**src/rtl/vfifo_wr_ctrl.sv**
```systemverilog
// rtl/vfifo_wr_ctrl.sv - write-side control stage of the dual-clock FIFO
//
// Purpose:
//   Accepts producer words over a valid/ready handshake and drives the
//   write port of the dual-port RAM. Keeps the binary and Gray write
//   pointers. Brings the read-side Gray pointer into the write clock
//   domain through a two-flop synchroniser, and derives full and fill
//   level from it. Everything runs in the clk domain.
//
// Optional feature:
//   VFIFO_WR_AFULL_EN - when defined, afull is a registered almost-full
//   flag (fill including this cycle's accept >= AFULL_LEVEL). When it is
//   undefined, afull is tied low and no extra flops are built.
//
// Ports:
//   clk        in   write-domain clock, all state on the rising edge
//   rst_n      in   asynchronous active-low reset
//   wr_data    in   producer data word
//   wr_valid   in   producer has a word
//   wr_ready   out  FIFO can accept (~full)
//   ram_d      out  RAM write data (wr_data pass-through)
//   ram_adr    out  RAM write address (low bits of the binary write pointer)
//   ram_we     out  RAM write enable (accept)
//   rptr_gray  in   Gray read pointer from the read domain (asynchronous)
//   wptr_gray  out  registered Gray write pointer, to the read domain
//   full       out  registered full flag
//   fill       out  words held, as seen from the write domain
//   afull      out  almost-full flag (optional feature, else 0)
//
// ADDR_WIDTH must be at least 2.

module vfifo_wr_ctrl #(
  parameter int DATA_WIDTH  = 8,
  parameter int ADDR_WIDTH  = 9,
  parameter int AFULL_LEVEL = 2**ADDR_WIDTH - 4
) (
  input  logic                  clk,
  input  logic                  rst_n,
  input  logic [DATA_WIDTH-1:0] wr_data,
  input  logic                  wr_valid,
  output logic                  wr_ready,
  output logic [DATA_WIDTH-1:0] ram_d,
  output logic [ADDR_WIDTH-1:0] ram_adr,
  output logic                  ram_we,
  input  logic [ADDR_WIDTH:0]   rptr_gray,
  output logic [ADDR_WIDTH:0]   wptr_gray,
  output logic                  full,
  output logic [ADDR_WIDTH:0]   fill,
  output logic                  afull
);

  localparam int AW = ADDR_WIDTH;

  // Pointers carry one extra bit beyond the address so that a full FIFO
  // and an empty FIFO are distinguishable.
  typedef logic [AW:0] ptr_t;

  function automatic ptr_t bin2gray(input ptr_t b);
    return b ^ (b >> 1);
  endfunction

  function automatic ptr_t gray2bin(input ptr_t g);
    ptr_t b;
    b[AW] = g[AW];
    for (int i = AW - 1; i >= 0; i--) begin
      b[i] = b[i+1] ^ g[i];
    end
    return b;
  endfunction

  ptr_t wbin_q;
  ptr_t wbin_d;
  ptr_t wgray_q;
  ptr_t wgray_d;
  ptr_t rq1_q;
  ptr_t rq2_q;
  ptr_t rbin_sync;
  ptr_t full_match;
  logic full_q;
  logic full_d;
  logic accept;

  // The accept decision always uses the registered full flag, so a read
  // pointer arriving in the same cycle only matters from the next edge on.
  assign accept    = wr_valid & ~full_q;
  assign wbin_d    = wbin_q + {{AW{1'b0}}, accept};
  assign wgray_d   = bin2gray(wbin_d);
  assign rbin_sync = gray2bin(rq2_q);

  // In Gray code, "write is one lap ahead of read" means the two MSBs are
  // inverted and all lower bits are equal.
  assign full_match = {~rq2_q[AW:AW-1], rq2_q[AW-2:0]};
  assign full_d     = (wgray_d == full_match);

  always_ff @(posedge clk or negedge rst_n) begin
    if (!rst_n) begin
      wbin_q  <= '0;
      wgray_q <= '0;
      full_q  <= 1'b0;
    end else begin
      wbin_q  <= wbin_d;
      wgray_q <= wgray_d;
      full_q  <= full_d;
    end
  end

  // Plain two-flop synchroniser; nothing may sit between the two stages.
  always_ff @(posedge clk or negedge rst_n) begin
    if (!rst_n) begin
      rq1_q <= '0;
      rq2_q <= '0;
    end else begin
      rq1_q <= rptr_gray;
      rq2_q <= rq1_q;
    end
  end

  assign wr_ready  = ~full_q;
  assign ram_we    = accept;
  assign ram_d     = wr_data;
  assign ram_adr   = wbin_q[AW-1:0];
  assign wptr_gray = wgray_q;
  assign full      = full_q;

  // Modulo subtraction is correct across wraps because the read pointer
  // is never ahead of the write pointer.
  assign fill = wbin_q - rbin_sync;

`ifdef VFIFO_WR_AFULL_EN
  localparam ptr_t AFULL_LVL = ptr_t'(AFULL_LEVEL);

  ptr_t fill_next;
  logic afull_q;

  assign fill_next = wbin_d - rbin_sync;

  always_ff @(posedge clk or negedge rst_n) begin
    if (!rst_n) begin
      afull_q <= 1'b0;
    end else begin
      afull_q <= (fill_next >= AFULL_LVL);
    end
  end

  assign afull = afull_q;
`else
  assign afull = 1'b0;
`endif

endmodule
```
**config.mk**
```make
export PLATFORM = sky130hd
export DESIGN_NAME = vfifo_wr_ctrl
export DESIGN_NICKNAME = d
export VERILOG_FILES = /design/src/rtl/vfifo_wr_ctrl.sv
export SDC_FILE = /design/constraint.sdc
export NUM_CORES = 1
export LEC_CHECK = 0
export CAP_MARGIN = 20
export CORE_AREA = 2 2 81 83
export DETAILED_ROUTE_END_ITERATION = 10
export DIE_AREA = 0 0 83 85
export PLACE_DENSITY = 0.66
export SYNTH_ARGS = -nofsm -noshare
export SYNTH_HDL_FRONTEND = slang
export SYNTH_SLANG_ARGS = --single-unit
```
**constraint.sdc**
```tcl
create_clock -name clk -period 3.9 [get_ports clk]
set_clock_uncertainty 0.05 [all_clocks]
set_input_delay 0.39 -clock clk [delete_from_list [all_inputs] [get_ports clk]]
set_output_delay 0.39 -clock clk [all_outputs]
set_load 0.03 [all_outputs]
```
### Word-level counts from Yosys, hierarchy flattened

Index checks and enable logic that the tools add are counted.

| operators by class | value |
|---|---|
| $add $sub $neg | 2 |
| equal/unequal tests | 1 |
| bitwise gates (word level) | 13 |

Operators with widths:

| cell | count |
|---|---|
| adder 10 x 1 -> 10 bit | 1 |
| == test 10 bit | 1 |
| subtractor 10 bit | 1 |
| bitwise XOR 10 x 9 -> 10 bit | 1 |
| bitwise XOR 1 bit | 9 |
| NOT 2 bit | 1 |
| AND 1 bit | 1 |
| NOT 1 bit | 1 |

| storage, ports and cells | value |
|---|---|
| bits in registers | 41 |
| bits of input ports | 21 |
| output and inout bits | 41 |
| word-level logic and storage cells | 21 |

### Longest topological paths before layout

| depth | value |
|---|---|
| word-level depth | 10 |
| gate-level depth with buffers | 16 |
| gate-level depth less buffers | 16 |

### Worst setup path after synthesis

OpenSTA, ideal clock, no wires.

| path | value |
|---|---|
| kind | reg-to-output |
| start point | reg rq2_q[9] |
| end point | out fill[8] |
| arrival | 3.506 ns |
| slack | -0.046 ns |
| stages on the path, launching flop included | 17 |
| path through | dfrtp_1 xnor2_2 xor2_2 xor2_2 xor2_2 xnor2_2 xor2_4 xnor2_1 ha_1 fa_1 nor2b_1 o21ai_1 nand2b_1 a21o_1 a21oi_1 o21ai_1 xor2_1 |

| between the ends | value |
|---|---|
| word-level cells in the longest chain between the ends | 10 |

RTL lines:

| what | RTL line | source |
|---|---|---|
| start, declared | 76 | `ptr_t rq2_q;` |
| start signal, assigned | 114 | `rq2_q <= rq1_q;` |
| bitwise XOR 1 bit (*) | 66 | `b[i] = b[i+1] ^ g[i];` |
| bitwise XOR 1 bit (8 in a row) | 66 |  |
| subtractor 10 bit (*) | 127 | `assign fill = wbin_q - rbin_sync;` |
| end, declared | 48 | `output logic [ADDR_WIDTH:0] fill,` |

Every way passes the cells marked *; elsewhere a longest branch is shown, timed or not.

### Final worst setup path

Ends and elaborated chain as after synthesis.

==> results.txt <==
----------------------------------------------------
[Setup path]
  Top cell family by delay on the critical path ... XOR/XNOR gates
  Beginning of the critical path ... rq2_q[9]
  Data arrival, critical path ... 3710 ps
  Setup crit start kind ... flip-flop
  Worst path max stage delay ... 410 ps
  Worst EP required ... 3460 ps
  Register-to-register path setup slack ... 940 ps
  Slowest cell on crit path ... dfrtp_1
  Terminus of the critical flop-to-flop path ... full
  Critical Setup Path Class ... reg -> out
  Endpoint type of the worst setup path ... primary output
  Cell-by-cell listing of the critical path ... xnor2_2 > xor2_2 > xor2_2 > xor2_2 > xnor2_2 > xor2_4 > buf_4 > xor2_1 > ha_1 > nor2b_1 > o21ai_1 > nand2b_1 > a21o_1 > a21oi_2 > o21ai_2 > xor2_2 > buf_6
  Startpoint of the worst-slack reg-to-reg timing path ... full
  Crit path max fanout ... 5
  Most Frequent Cell on Critical Path ... xor2_2
  Path depth of the worst reg2reg path ... 10
  Number of buffers and inverters on the critical path ... 2

[Detailed routing]
  WL final ... 4630 um
  Length of the first detailed-routing pass in iterations ... 4
  Total number of vias ... 1749
  Number of remaining DRC errors ... 0
  Final routed wire length divided by cell count ... 12.8 um
  DR iter-0 viols ... 67
  Remaining antenna violation count ... 0
  Via density per instance ... 4.84

[Clock network]
  Number of H-tree levels ... 2
  Clock tree from TritonCTS ... built
  Clock-pin slew of the registers on the worst-case setup and hold paths ... 80 ps
  Number of clock sinks seen by CTS ... 40
  Root buf cell ... clkbuf_8
  Insertion delay to the later sink of the worst-skew pair ... 290 ps
  Cts bufs inserted ... 5
  Deepest clock path buffer count ... 2

[Synthesis]
  Distinct cells, synth ... 49
  Syn_nets ... 265
  Most area-consuming cells after synthesis ... dfrtp_1 42%, xnor2_1 8.1%, xor2_1 7.3%
  Most common cell in the synthesized netlist ... dfrtp_1
  Post-synthesis sequential element count ... 40
  Top cell type's share of synthesized area ... 41.9%
  Sequential share of the synthesized area ... 41.9%
  Average cell area after synthesis ... 10.3 um2
  Ranking of synthesized cells by instance count ... 40 x dfrtp_1, 22 x xnor2_1, 20 x xor2_1
  Most area-hungry cell type in the Yosys netlist ... dfrtp_1
  Cells after synthesis ... 232
  Async SR Flop Fraction ... 100%
  Synthesis warning total ... 0
  Netlist area before placement ... 2390 um2
  Post-synth EDFFs ... 0
  Top_reg_cell synth ... dfrtp_1

[Timing]
  Setup TNS after final layout ... -750 ps
  Setup repair after global routing missed its margin ... true
  Final worst-path setup slack ... -252 ps
  Max-Slew Margin vs Limit ... 43.8%
  Final number of hold-violating endpoints ... 0
  Finish-stage setup viols ... 4
  Max Clock Freq ... 241 MHz
  Hold Worst Slack ... 148 ps
  Max-slew violation total from the final report ... 0
  Final worst-path cycle share ... 106%
  Min Clock Period, post-route ... 4150 ps
  Transition time at the pin with the least slew margin ... 843 ps

[Floorplanning]
  Std-Cell Rows ... 29
  Number of I/O pins ... 62
  Vertical die dimension ... 85 um
  Starting utilization of the core area ... 38.5%
  Area of the core ... 6200 um2
  Overall die area ... 7060 um2
  Die Span X ... 83 um

[Power and ir drop]
  Static leakage ... 1.35 nW
  Worst IR Drop VDD ... 0.584 mV
  Ratio of total power to cell area ... 835 nW/um2

[Global route]
  Number of global-route vias before repair ... 1679
  Remaining global-route overflow ... 0
  Maximum number of pins on one net before global-route repair ... 41
  Initial antenna violation count ... 0
  Global-route usage over all layers ... 14.1%
  Global-route wire length before repair ... 8070 um

[Run status]
  Failing checks ... negative setup slack
  Result of the run ... finished with violations

[Cells and area]
  Final cell count without fillers ... 361
  Antenna cells ... 0
  Fraction of final layout cells sized beyond drive strength 1 ... 20.8%
  Area growth from synthesis to layout ... 29.4%
  NumNets Final ... 316

[Place]
  Placed Cells ... 346
  Detailed placer's ending HPWL ... 3430 um
  Port-buffer cells ... 44
  Global placer's final weighted congestion ... 0.818

[Hold path]
  HP Class ... in -> async

[Job]
  Number of violations of the max-capacitance limit ... 0

----------------------------------------------------
[registers in the layout (all words and copies together) (netlist names)]
signal	count
wptr_gray	9
full	1
rq2_q	10
wbin_q	10
rq1_q	10
[cell families after synthesis]
logic type                 Yosys count  synth area share [%]
and+or+nand+nor                     54                  12.6
xor gates and xnor gates            48                  19.9
AOI/OAI and AO/OA                   45                  11.5
DFF                                 40                  41.9
buffers and inverters               30                  6.49
adders and majority gates           12                  6.60
muxes                                2                 0.838
other                                1                 0.157
[cell type report]
cell class / instances / area (um2)
flip-flops and latches: 40 / 1000
well taps: 77 / 96.3
inverters: 9 / 33.8
fillers: 549 / 3110
repair buffers: 65 / 579
clock inverters: 3 / 18.8
multi-input cells: 162 / 1290
clock buffers: 5 / 68.8
[metrics by stage]
stage                     utilization (%)  setup WS (ps)  power [mW]  instance area [um2]
final                                49.8           -252        2.58                 3090
after CTS                            49.1           -367        2.55                 3050
after detailed placement             46.7          -71.7        2.23                 2900
after global routing                 49.8           -515        2.78                 3090
after floorplan                         -           61.4        1.69                 2400
after global placement               46.7          -8.02        2.23                 2900
[worst max-delay path by stage]
stage                     cells past startpoint  slack (ps)  endpoint
after floorplan                              16          60   fill[8]
after global placement                       12          -8   fill[2]
after detailed placement                     16         -70   fill[9]
after CTS                                    17        -370   fill[9]
after global routing                         17        -520   fill[8]
final                                        17        -250   fill[8]
[where the power goes]
part	switching (mW)	total [mW]	internal, mW
registers	0.125	0.623	0.498
logic	0.927	1.69	0.766
clock network	0.142	0.266	0.124
[what timing repair did]
| item | in CTS | in global routing |
|---|---|---|
| endpoints found under the hold margin | 0 | 0 |
| pin swaps | 12 | 12 |
| setup buffers | 5 | 2 |
| gates cloned | 0 | 0 |
| gates resized for setup | 13 | 15 |
| hold buffers | 0 | 0 |
| endpoints found under the setup margin | 9 | 9 |
[metal layers]
metal | vias to the layer above | routed length (um) | GRT usage, % | share of wire, %
met1 | 807 | 2140 | 20.1 | 46
met5 | - | 0 | 0 | 0
met4 | 0 | 87 | 5.66 | 1.9
li1 | 880 | - | - | -
met2 | 54 | 2170 | 21.1 | 47
met3 | 8 | 239 | 2.82 | 5.2
[cells in the final DEF, fill, tap and decap left out, types with 3 or more instances in the layout]
master	netlist	final
nand3_1	7	7
o21ai_0	8	8
ha_1	11	10
clkdlybuf4s50_1	0	34
a21oi_1	13	11
nor2_1	5	5
o22ai_1	3	3
o21ai_1	6	3
xor2_1	20	18
nor3_1	3	3
nor2b_1	4	3
inv_1	8	8
o21ai_2	0	3
dfrtp_1	40	40
buf_6	0	3
clkbuf_8	0	5
buf_4	9	24
and3_1	5	5
buf_2	7	3
nand2_1	10	10
xor2_2	3	5
xnor2_1	22	22
nand4_1	3	3
Note: power is estimated with default switching activity, not from simulation.
